**src/rtl/p2p_pkg.sv**
```systemverilog
// Shared types and constants for the point-to-point matrix multiplier sequencer.
package p2p_pkg;

  typedef enum logic [2:0] {
    IDLE   = 3'd0,
    LOAD_A = 3'd1,
    LOAD_B = 3'd2,
    MULT   = 3'd3,
    DONE   = 3'd4
  } state_t;

  localparam int N_ELEM_DEF = 8;
  localparam int IDX_W      = $clog2(N_ELEM_DEF);
  localparam int LAST_IDX   = N_ELEM_DEF - 1;

  // Index width for an arbitrary element count; never narrower than one bit.
  function automatic int idx_width(input int n);
    return (n > 1) ? $clog2(n) : 1;
  endfunction

endpackage

```
**src/rtl/p2p_elem_mul.sv**
```systemverilog
// Combinational unsigned element multiply with truncating or saturating
// reduction of the double-width product back to DATA_W bits.
module p2p_elem_mul #(
  parameter int DATA_W = 8,
  parameter int SAT    = 0
) (
  input  logic [DATA_W-1:0] a,
  input  logic [DATA_W-1:0] b,
  output logic [DATA_W-1:0] res
);

  logic [2*DATA_W-1:0] prod_s;

  function automatic logic [DATA_W-1:0] reduce_fn(input logic [2*DATA_W-1:0] p,
                                                   input logic sat_en);
    if (sat_en && (|p[2*DATA_W-1:DATA_W])) begin
      return {DATA_W{1'b1}};
    end else begin
      return p[DATA_W-1:0];
    end
  endfunction

  // Full-width product, then reduce according to the SAT mode.
  always_comb begin
    prod_s = {{DATA_W{1'b0}}, a} * {{DATA_W{1'b0}}, b};
    res    = reduce_fn(prod_s, (SAT != 0));
  end

endmodule

```
**src/rtl/p2p_mult_ctrl.sv**
```systemverilog
// Sequencer: loads A then B over one byte stream, then streams A[i]*B[i]
// through a single shared multiplier under a valid/ready handshake.
module p2p_mult_ctrl
  import p2p_pkg::*;
#(
  parameter int DATA_W = 8,
  parameter int N_ELEM = 8,
  parameter int SAT    = 0
) (
  input  logic              clk,
  input  logic              rst,
  input  logic              start,
  input  logic [DATA_W-1:0] a_in,
  input  logic              in_valid,
  output logic              in_ready,
  output logic [DATA_W-1:0] cout,
  output logic              out_valid,
  input  logic              out_ready,
  output logic              busy,
  output logic              done
);

  localparam int IW = idx_width(N_ELEM);
  localparam logic [IW-1:0] LAST_C = IW'(N_ELEM - 1);
  localparam logic [IW-1:0] ZERO_C = IW'(1'b0);
  localparam logic [IW-1:0] ONE_C  = IW'(1'b1);

  state_t            state_r, state_nxt_s;
  logic [IW-1:0]     idx_r, idx_nxt_s, sel_s;
  logic [DATA_W-1:0] a_buf_r [N_ELEM];
  logic [DATA_W-1:0] b_buf_r [N_ELEM];
  logic [DATA_W-1:0] cout_r, mul_res_s;
  logic              out_valid_r, in_ready_r, busy_r, done_r;
  logic              out_valid_nxt_s, in_ready_nxt_s, busy_nxt_s, done_nxt_s;
  logic              cout_load_s, last_s, beat_s, accept_s;

  assign last_s   = (idx_r == LAST_C);
  assign beat_s   = in_valid && ((state_r == LOAD_A) || (state_r == LOAD_B));
  assign accept_s = out_valid_r && out_ready;

  p2p_elem_mul #(.DATA_W(DATA_W), .SAT(SAT)) u_mul (
    .a   (a_buf_r[sel_s]),
    .b   (b_buf_r[sel_s]),
    .res (mul_res_s)
  );

  // State and element index registers.
  always_ff @(posedge clk or negedge rst) begin
    if (!rst) begin
      state_r <= IDLE;
      idx_r   <= ZERO_C;
    end else begin
      state_r <= state_nxt_s;
      idx_r   <= idx_nxt_s;
    end
  end

  // Next-state and index sequencing.
  always_comb begin
    state_nxt_s = state_r;
    idx_nxt_s   = idx_r;
    case (state_r)
      IDLE: begin
        if (start) begin
          state_nxt_s = LOAD_A;
          idx_nxt_s   = ZERO_C;
        end else begin
          state_nxt_s = IDLE;
        end
      end
      LOAD_A, LOAD_B: begin
        if (beat_s && last_s) begin
          state_nxt_s = (state_r == LOAD_A) ? LOAD_B : MULT;
          idx_nxt_s   = ZERO_C;
        end else if (beat_s) begin
          idx_nxt_s = idx_r + ONE_C;
        end else begin
          idx_nxt_s = idx_r;
        end
      end
      MULT: begin
        if (accept_s && last_s) begin
          state_nxt_s = DONE;
          idx_nxt_s   = ZERO_C;
        end else if (accept_s) begin
          idx_nxt_s = idx_r + ONE_C;
        end else begin
          idx_nxt_s = idx_r;
        end
      end
      DONE:    state_nxt_s = IDLE;
      default: begin
        state_nxt_s = IDLE;
        idx_nxt_s   = ZERO_C;
      end
    endcase
  end

  // Output decode; flags are derived from the next state so they register cleanly.
  always_comb begin
    in_ready_nxt_s  = (state_nxt_s == LOAD_A) || (state_nxt_s == LOAD_B);
    busy_nxt_s      = (state_nxt_s != IDLE);
    done_nxt_s      = (state_nxt_s == DONE);
    out_valid_nxt_s = (state_nxt_s == MULT);
    cout_load_s     = ((state_r == LOAD_B) && beat_s && last_s) ||
                      ((state_r == MULT) && accept_s && !last_s);
    // Element 0 is fetched while finishing LOAD_B; in MULT look one ahead.
    if ((state_r == MULT) && !last_s) begin
      sel_s = idx_r + ONE_C;
    end else begin
      sel_s = ZERO_C;
    end
  end

  // Registered outputs.
  always_ff @(posedge clk or negedge rst) begin
    if (!rst) begin
      cout_r      <= {DATA_W{1'b0}};
      out_valid_r <= 1'b0;
      in_ready_r  <= 1'b0;
      busy_r      <= 1'b0;
      done_r      <= 1'b0;
    end else begin
      cout_r      <= cout_load_s ? mul_res_s : cout_r;
      out_valid_r <= out_valid_nxt_s;
      in_ready_r  <= in_ready_nxt_s;
      busy_r      <= busy_nxt_s;
      done_r      <= done_nxt_s;
    end
  end

  // Operand buffers; not cleared between runs since each run overwrites them.
  always_ff @(posedge clk or negedge rst) begin
    if (!rst) begin
      for (int i = 0; i < N_ELEM; i++) begin
        a_buf_r[i] <= {DATA_W{1'b0}};
        b_buf_r[i] <= {DATA_W{1'b0}};
      end
    end else if (beat_s && (state_r == LOAD_A)) begin
      a_buf_r[idx_r] <= a_in;
    end else if (beat_s && (state_r == LOAD_B)) begin
      b_buf_r[idx_r] <= a_in;
    end else begin
      a_buf_r <= a_buf_r;
    end
  end

  assign cout      = cout_r;
  assign out_valid = out_valid_r;
  assign in_ready  = in_ready_r;
  assign busy      = busy_r;
  assign done      = done_r;

endmodule

```
**config.mk**
```make
export PLATFORM = sky130hd
export DESIGN_NAME = p2p_mult_ctrl
export DESIGN_NICKNAME = d
export VERILOG_FILES = /design/src/rtl/p2p_pkg.sv /design/src/rtl/p2p_elem_mul.sv /design/src/rtl/p2p_mult_ctrl.sv
export SDC_FILE = /design/constraint.sdc
export NUM_CORES = 1
export LEC_CHECK = 0
export ABC_CLOCK_PERIOD_IN_PS = 17400
export CORE_ASPECT_RATIO = 1.2
export CORE_UTILIZATION = 55
export DETAILED_ROUTE_END_ITERATION = 16
export PLACE_DENSITY = 0.73
export RECOVER_POWER = 50
export SYNTH_ARGS = -nofsm -noshare
export SYNTH_HDL_FRONTEND = slang
export SYNTH_SLANG_ARGS = --single-unit
```
**constraint.sdc**
```tcl
create_clock -name clk -period 17.4 [get_ports clk]
set_clock_uncertainty 0.2 [all_clocks]
set_input_delay 3.48 -clock clk [delete_from_list [all_inputs] [get_ports clk]]
set_output_delay 3.48 -clock clk [all_outputs]
set_load 0.03 [all_outputs]
```
# [Word level (Yosys, flattened, before mapping)]
# Cells that the tools add are included.
# W data, S select, Z words.
[word_totals] in_bits=13 register_bits=146
[classes] n_reduce_logical=20 n_bitwise=4 multipliers=1 eq_ne=12 order_cmp=3 muxes=22 addsub=1
[op_table] operator="$bwmux W64" count=2
[op_table] operator="$bmux W8 S3" count=2
[op_table] operator="$mux W8" count=5
[op_table] operator="$demux W8 S3" count=1
[op_table] operator="$mux W3" count=8
[op_table] operator="$eq A3 B2 Y1 const B" count=4
[op_table] operator="$pmux W3 S4" count=1
[op_table] operator="$logic_and A1 B1 Y1" count=11
[op_table] operator="$eq A3 B3 Y1 const B" count=3
[op_table] operator="$pmux W3 S3" count=1
[op_table] operator="$ge A4 B4 Y1 const B" count=2
[op_table] operator="$mul A8 B8 Y8" count=1
[op_table] operator="$not A3 Y4" count=2
[op_table] operator="$eq A3 B1 Y1 const B" count=2
[op_table] operator="$ne A3 B3 Y1 const B" count=2
[op_table] operator="$lt A4 B1 Y1 const B" count=1
[op_table] operator="$reduce_and A4 Y1" count=1
[op_table] operator="$add A3 B1 Y3 const B" count=1
[op_table] operator="$logic_not A3 Y1" count=1
[op_table] operator="$logic_or A1 B1 Y1" count=3
[op_table] operator="$reduce_bool A3 Y1" count=1
[op_table] operator="$mux W1" count=2
[op_table] operator="$ne A2 B2 Y1 const B" count=1
[op_table] operator="$not A1 Y1" count=2
[op_table] operator="3 further kinds" count=3

# [Depth between registers and ports, before layout]
[logic_depth] depth_word=9 mapped_depth=27

# [Hierarchy]
# From an unflattened synthesis, not the netlist that was laid out.
[hier_totals] hier_cells=603 area_unflattened_um2=7713.6
[modules_own_cells] mod="p2p_mult_ctrl" area_per_inst_um2=6826.5 cells_each=501 n_inst=1
[modules_own_cells] mod="p2p_elem_mul" area_per_inst_um2=887.1 cells_each=102 n_inst=1

# [Least setup slack after synthesis]
# OpenSTA, ideal clock, no wires.
[synth_path] path_type="register to register" start="register idx_r[0]" end="register cout_r[7], in the netlist cout[7]" path_stages_with_launch=24 required_time_ps=17122 slack_ps=11782 t_arrival_ps=5340 period_less_slack_ps=5618 cell_sequence="dfrtp_1 -> ha_1 -> ha_1 -> buf_6 -> and4bb_2 -> nand2_2 -> buf_2 -> o311ai_1 -> o22ai_2 -> or2_2 -> fa_1 -> inv_1 -> ha_1 -> inv_1 -> fa_1 -> fa_1 -> inv_1 -> ha_1 -> a21oi_1 -> xnor2_1 -> xnor2_1 -> xnor2_1 -> xnor3_1 -> a21oi_1"
[synth_between] elab_chain_len=9 elab_cells_between_ends=16
[synth_lines] item="start: declaration" line="p2p_mult_ctrl.sv:29" source="logic [IW-1:0] idx_r, idx_nxt_s, sel_s;"
[synth_lines] item="start signal: assignment" line="p2p_mult_ctrl.sv:54" source="idx_r <= idx_nxt_s;"
[synth_lines] item="parallel branches: the longest is 9 deep, another holds $mul A8 B8 Y8"
[synth_lines] item="end signal: assignment" line="p2p_mult_ctrl.sv:118" source="cout_r <= {DATA_W{1'b0}};"
[synth_lines] item="end signal: assignment" line="p2p_mult_ctrl.sv:124" source="cout_r <= cout_load_s ? mul_res_s : cout_r;"
[synth_lines] item="end: declaration" line="p2p_mult_ctrl.sv:32" source="logic [DATA_W-1:0] cout_r, mul_res_s;"
# Parallel ways; which one is timed is not known. The select of a mux whose other input is x is not followed.
# A chain may end at the register's enable or synchronous reset.

==> results.sh <==
export IMPL_synth_edf_count=0
export IMPL_overflow=0
export IMPL_path_common_cell="clkbuf_1"
export IMPL_arrival_ps=9100
export IMPL_grt_setup_unrepaired="false"
export IMPL_reg2regPathDepth=20
export IMPL_yosysSeqAreaShare_pct=46.6
export IMPL_status="finished, violations left"
export IMPL_clockBufferDepth=2
export IMPL_cts_root_buf="clkbuf_16"
export IMPL_place_congestion=0.901
export IMPL_dp_slack_ps=10600
export IMPL_cts_tree="built"
export IMPL_grt_pass1_wl_um=31600
export IMPL_violations="DRC, capacitance limit, slew limit"
export IMPL_ant_nets=0
export IMPL_path_clk_slew_ps=60
export IMPL_routed_wl_um=19600
export IMPL_setup_slack_ps=7610
export IMPL_synth_distinct_cells=67
export IMPL_port_buffers=24
export IMPL_drtIter0Drc=556
export IMPL_tns_ps=0
export IMPL_fp_row_count=47
export IMPL_syn_area_per_cell_um2=12.0
export IMPL_hold_viol=0
export IMPL_worstSkewPairLatency_ps=440
export IMPL_cts_sinks=146
export IMPL_reg2reg_from="idx_r[0]"
export IMPL_cts_max_level=4
export IMPL_die_h_um=133
export IMPL_grt_max_degree=84
export IMPL_initial_core_util_pct=56.4
export IMPL_wl_per_cell_um=23.0
export IMPL_post_route_period_util_pct=56.2
export IMPL_ctsHoldBuffers=0
export IMPL_cts_buffers=17
export IMPL_synth_fp_nets=695
export IMPL_syn_inst=652
export IMPL_die_x_um=111
export IMPL_crit_path_end="b_buf_r[31]"
export IMPL_syn2layout_area_growth_pct=11.1
export IMPL_cts_setup_buffers=0
export IMPL_slew_limit_headroom_pct=-193
export IMPL_dominantRegCellSynth="dfrtp_1"
export IMPL_crit_family="buffers and inverters"
export IMPL_worst_pin_slew_ps=4390
export IMPL_crit_path_end_kind="async pin"
export IMPL_cp_start_kind="input port"
export IMPL_cp_slowest_cell="clkbuf_1"
export IMPL_reg2reg_to="cout[7]"
export IMPL_crit_chain="clkbuf_1 -> clkbuf_1"
export IMPL_ctsResizeCount=0
export IMPL_whs_path_depth=1
export IMPL_syn_area_um2=7830
export IMPL_async_reset_ff_share_pct=100
export IMPL_antenna_found_initial=0
export IMPL_die_area_um2=14700
export IMPL_rrSetupSlack_ps=10570
export IMPL_fillers=1058
export IMPL_viasPerCell=6.36
export IMPL_drive_above_1_share_pct=30.6
export IMPL_drv_cap=2
export IMPL_crit_start="rst"
export IMPL_setup_viol=0
export IMPL_fmax_mhz=102
export IMPL_placedCellCount=819
export IMPL_synth_seq_cells=146
export IMPL_grtUsageTotal_pct=28.7
export IMPL_first_global_vias=5565
export IMPL_fin_cells=851
export IMPL_drc=8
export IMPL_ios=25
export IMPL_drv_slew=149
export IMPL_antenna_cells=0
export IMPL_crit_buf_inv=2
export IMPL_cpPeakStageDelay_ps=3230
export IMPL_cp_num_cells=2
export IMPL_critPathRequiredTime_ps=16710
export IMPL_synth_warning_count=0
export IMPL_place_hpwl_um=12800
export IMPL_hp_class="reg -> reg"
export IMPL_critPathKind="in -> async"
export IMPL_core_area_um2=13900
export IMPL_nets=710
export IMPL_vias=5410
export IMPL_crit_fanout=83
export IMPL_period_needed_ps=9790
export IMPL_firstDrtPassIters=11
cell type report:
type	instances	area (um^2)	share of cell area [%]
clock buffer	18	439	5.05
multi-input combinational	439	3860	44.4
timing repair buffer	29	268	3.08
tap	171	214	2.46
inverter	34	128	1.47
clock inverter	14	139	1.60
sequential	146	3650	42.0
Yosys cell counts, types with 9 or more instances:
| cell type | count | share of area, % |
|---|---|---|
| dfrtp_1 | 146 | 47 |
| mux2_2 | 134 | 19 |
| nor2_1 | 43 | 2.1 |
| nand2_1 | 39 | 1.9 |
| inv_1 | 31 | 1.5 |
| ha_1 | 18 | 2.9 |
| a21oi_1 | 17 | 1.1 |
| o21ai_0 | 15 | 0.96 |
| xnor2_1 | 14 | 1.6 |
| clkbuf_1 | 13 | 0.62 |
| mux2i_1 | 13 | 1.7 |
| fa_1 | 12 | 3.1 |
| nand3_1 | 12 | 0.77 |
| buf_2 | 10 | 0.64 |
| or2_2 | 9 | 0.72 |
cell usage in the layout, fill, tap and decap left out, types with 5 or more instances in the layout:
cell type / n
dfrtp_1: 146
mux2_2: 134
nor2_1: 43
nand2_1: 39
inv_1: 31
clkdlybuf4s50_1: 21
ha_1: 18
a21oi_1: 17
clkbuf_16: 17
o21ai_0: 15
xnor2_1: 14
mux2i_1: 13
nand3_1: 12
fa_1: 12
or2_2: 9
o22ai_1: 8
a211oi_1: 8
nor2b_1: 8
mux4_2: 7
clkinv_2: 6
nor3_1: 5
a31oi_1: 5
stage by stage:
| step | util, % | area (um^2) | hold WS [ps] |
|---|---|---|---|
| 2_1_floorplan | - | 7830 | 271 |
| 5_1_grt | 62.7 | 8700 | 308 |
| 4_1_cts | 62.8 | 8710 | 301 |
| 3_5_place_dp | 58.6 | 8130 | 288 |
| 6_report | 62.7 | 8700 | 296 |
| 3_3_place_gp | 58.6 | 8130 | 280 |
sequential cells by signal (all words and copies together), names as in the netlist:
| name | count |
|---|---|
| out_valid | 1 |
| b_buf_r | 64 |
| in_ready | 1 |
| idx_r | 3 |
| done | 1 |
| state_r | 3 |
| cout | 8 |
| busy | 1 |
| a_buf_r | 64 |
per-layer routing:
metal	global-route usage (%)	wire length (um)	vias to the layer above
met5	0	0	-
met3	6.46	1240	53
met4	14.2	684	0
met2	46.8	9640	216
li1	-	-	2363
met1	36.1	8010	2778
logic make-up (layout without fill, tap and decap cells):
| logic type | after synthesis | after routing | synth area share (%) |
|---|---|---|---|
| multiplexers | 154 | 154 | 22.9 |
| AND/OR/NAND/NOR | 148 | 148 | 9.71 |
| flip-flops | 146 | 146 | 46.6 |
| AO/OA/AOI/OAI | 90 | 90 | 8.61 |
| buffers and inverters | 67 | 95 | 4.09 |
| adder cells (fa/ha/maj) | 30 | 30 | 5.94 |
| XOR/XNOR | 17 | 17 | 2.08 |
worst min-delay path by stage:
stage	from	end
after global routing	b_buf_r[24]	b_buf_r[24]
after floorplan	a_buf_r[1]	a_buf_r[1]
final	b_buf_r[24]	b_buf_r[24]
after detailed placement	a_buf_r[13]	a_buf_r[13]
after CTS	a_buf_r[13]	a_buf_r[13]
after global placement	b_buf_r[3]	b_buf_r[3]
Power is not shown: default switching activity piles up to over one toggle a cycle in this logic, so the estimate is an artifact.
==> RTL edit: new RTL, same settings <==
Compare `idx_r` against `LAST_C` with >= in place of ==.
--- a/src/rtl/p2p_mult_ctrl.sv
+++ b/src/rtl/p2p_mult_ctrl.sv
@@ -34,7 +34,7 @@
   logic              out_valid_nxt_s, in_ready_nxt_s, busy_nxt_s, done_nxt_s;
   logic              cout_load_s, last_s, beat_s, accept_s;
 
-  assign last_s   = (idx_r == LAST_C);
+  assign last_s   = (idx_r >= LAST_C);
   assign beat_s   = in_valid && ((state_r == LOAD_A) || (state_r == LOAD_B));
   assign accept_s = out_valid_r && out_ready;
 
Formal check against the unedited RTL: same outputs for any inputs over 10 cycles, from zero or initial values and one cycle with rst low; that may be too few to reach the edited logic, so the function may still have changed.
==> RTL edit against the original RTL <==
- the run ends with max-capacitance violations, max-slew violations left
- sequential cell count did not move
- die area fell by 2.7%
- routed wire length fell by 0.68%
- count of clock-buffer cells in the layout rose by 1
- design area fell by 1.9%
- non-clock buffer count fell by 1
- area after synthesis fell by 2.7%
- via count rose by 2.0%
- sequential share of layout area rose by 0.81 points
- setup slack improved by 0.13 ns
- largest cell class unchanged
Power is left out: the tool's default activity adds up to more than one toggle a clock period on the data nets, which glitch-free logic cannot reach.
==> RTL edit: results (changes against the original RTL) <==
[metrics] run status: complete, but fails checks (unchanged)
[metrics] violated checks: max-capacitance violations, max-slew violations (was design-rule violations, max-capacitance violations, max-slew violations)
[metrics] max-cap violation count: 2 (unchanged)
[metrics] placed wire-length estimate: 12800 um (about the same)
[metrics] number of nets in the layout: 702 (was 710)
[metrics] routed wl met2: 9530 um (was 9640 um)
[metrics] post-synthesis sequential area ratio: 0.479 (was 0.466)
[metrics] met2 track demand over resource in global routing: 0.489 (was 0.468)
[metrics] cell count after placement: 808 (was 819)
[metrics] DRC marker count from the first detailed-route iteration: 458 (was 556)
[metrics] routing usage on met3: 0.0526 (was 0.0646)
[metrics] adder and majority cell fraction of the synthesized area: 0.0611 (was 0.0594)
[metrics] Inverters: 22 (was 34)
[metrics] Worst Min Path Start: cout[5]$_DFFE_PN0P_ (was b_buf_r[24]$_DFFE_PN0P_)
[metrics] first-pass GRT wire length: 30500 um (was 31600 um)
[metrics] number of inserted filler cells in the final layout: 1032 (was 1058)
[metrics] largest fanout on the critical path: 76 (was 83)
[metrics] vias in the first global route: 5505 (was 5565)
[metrics] xor-xnor portion of the synthesized cell area: 0.0220 (was 0.0208)
[metrics] Arrival @ worst endpoint: 9.12 ns (was 9.10 ns)
[metrics] worst-margin pin slew: 3.91 ns (was 4.39 ns)
[metrics] pins over their slew limit: 149 (unchanged)
[metrics] Pre-Repair DR Iteration Count: 4 (was 11)
[metrics] layout cell share with drive strength beyond 1: 0.272 (was 0.306)
[metrics] routability-driven placement congestion ratio: 0.938 (was 0.901)
[metrics] WL met3: 1150 um (was 1240 um)
[metrics] mean instance size in the synthesized netlist: 11.8 um2 (was 12.0 um2)
[metrics] non-clock buffer count in the final layout: 28 (was 29)
[metrics] number of multi-input logic gates: 444 (was 439)
[metrics] Synth cell types: 61 (was 67)
[metrics] clkbuf count: 19 (was 18)
[metrics] FF+latch count: 146 (unchanged)
## RTL edit: cell types whose count changed after synthesis, sizes merged, moves of 6 or more
cell    delta
nor2       +8
or2        -7
mux2i      -7
o221ai     +8
inv       -11
o21ai     +10
nand2      -6
## RTL edit: stage by stage
step,hold WS [ns],instance area (um2),worst slack [ns],util
after detailed placement,0.273,7960,10.02,0.596
final,0.280,8540,7.74,0.639
after global routing,0.312,8540,6.23,0.639
after CTS,0.287,8550,10.00,0.640
after global placement,0.270,7960,10.25,0.596
after floorplan,0.271,7620,11.50,-
## RTL edit: worst paths after layout
| kind | endpoint | slack (ns) |
|---|---|---|
| setup reg to reg | cout[7]$_DFFE_PN0P_ | 9.89 |
| hold / removal | cout[5]$_DFFE_PN0P_ | 0.28 |
| setup / recovery | a_buf_r[23]$_DFFE_PN0P_ | 7.74 |
| min in group asynchronous | out_valid$_DFF_PN0_ | 4.20 |
| max in group clk | cout[7]$_DFFE_PN0P_ | 9.89 |
| hold reg to reg | cout[5]$_DFFE_PN0P_ | 0.28 |
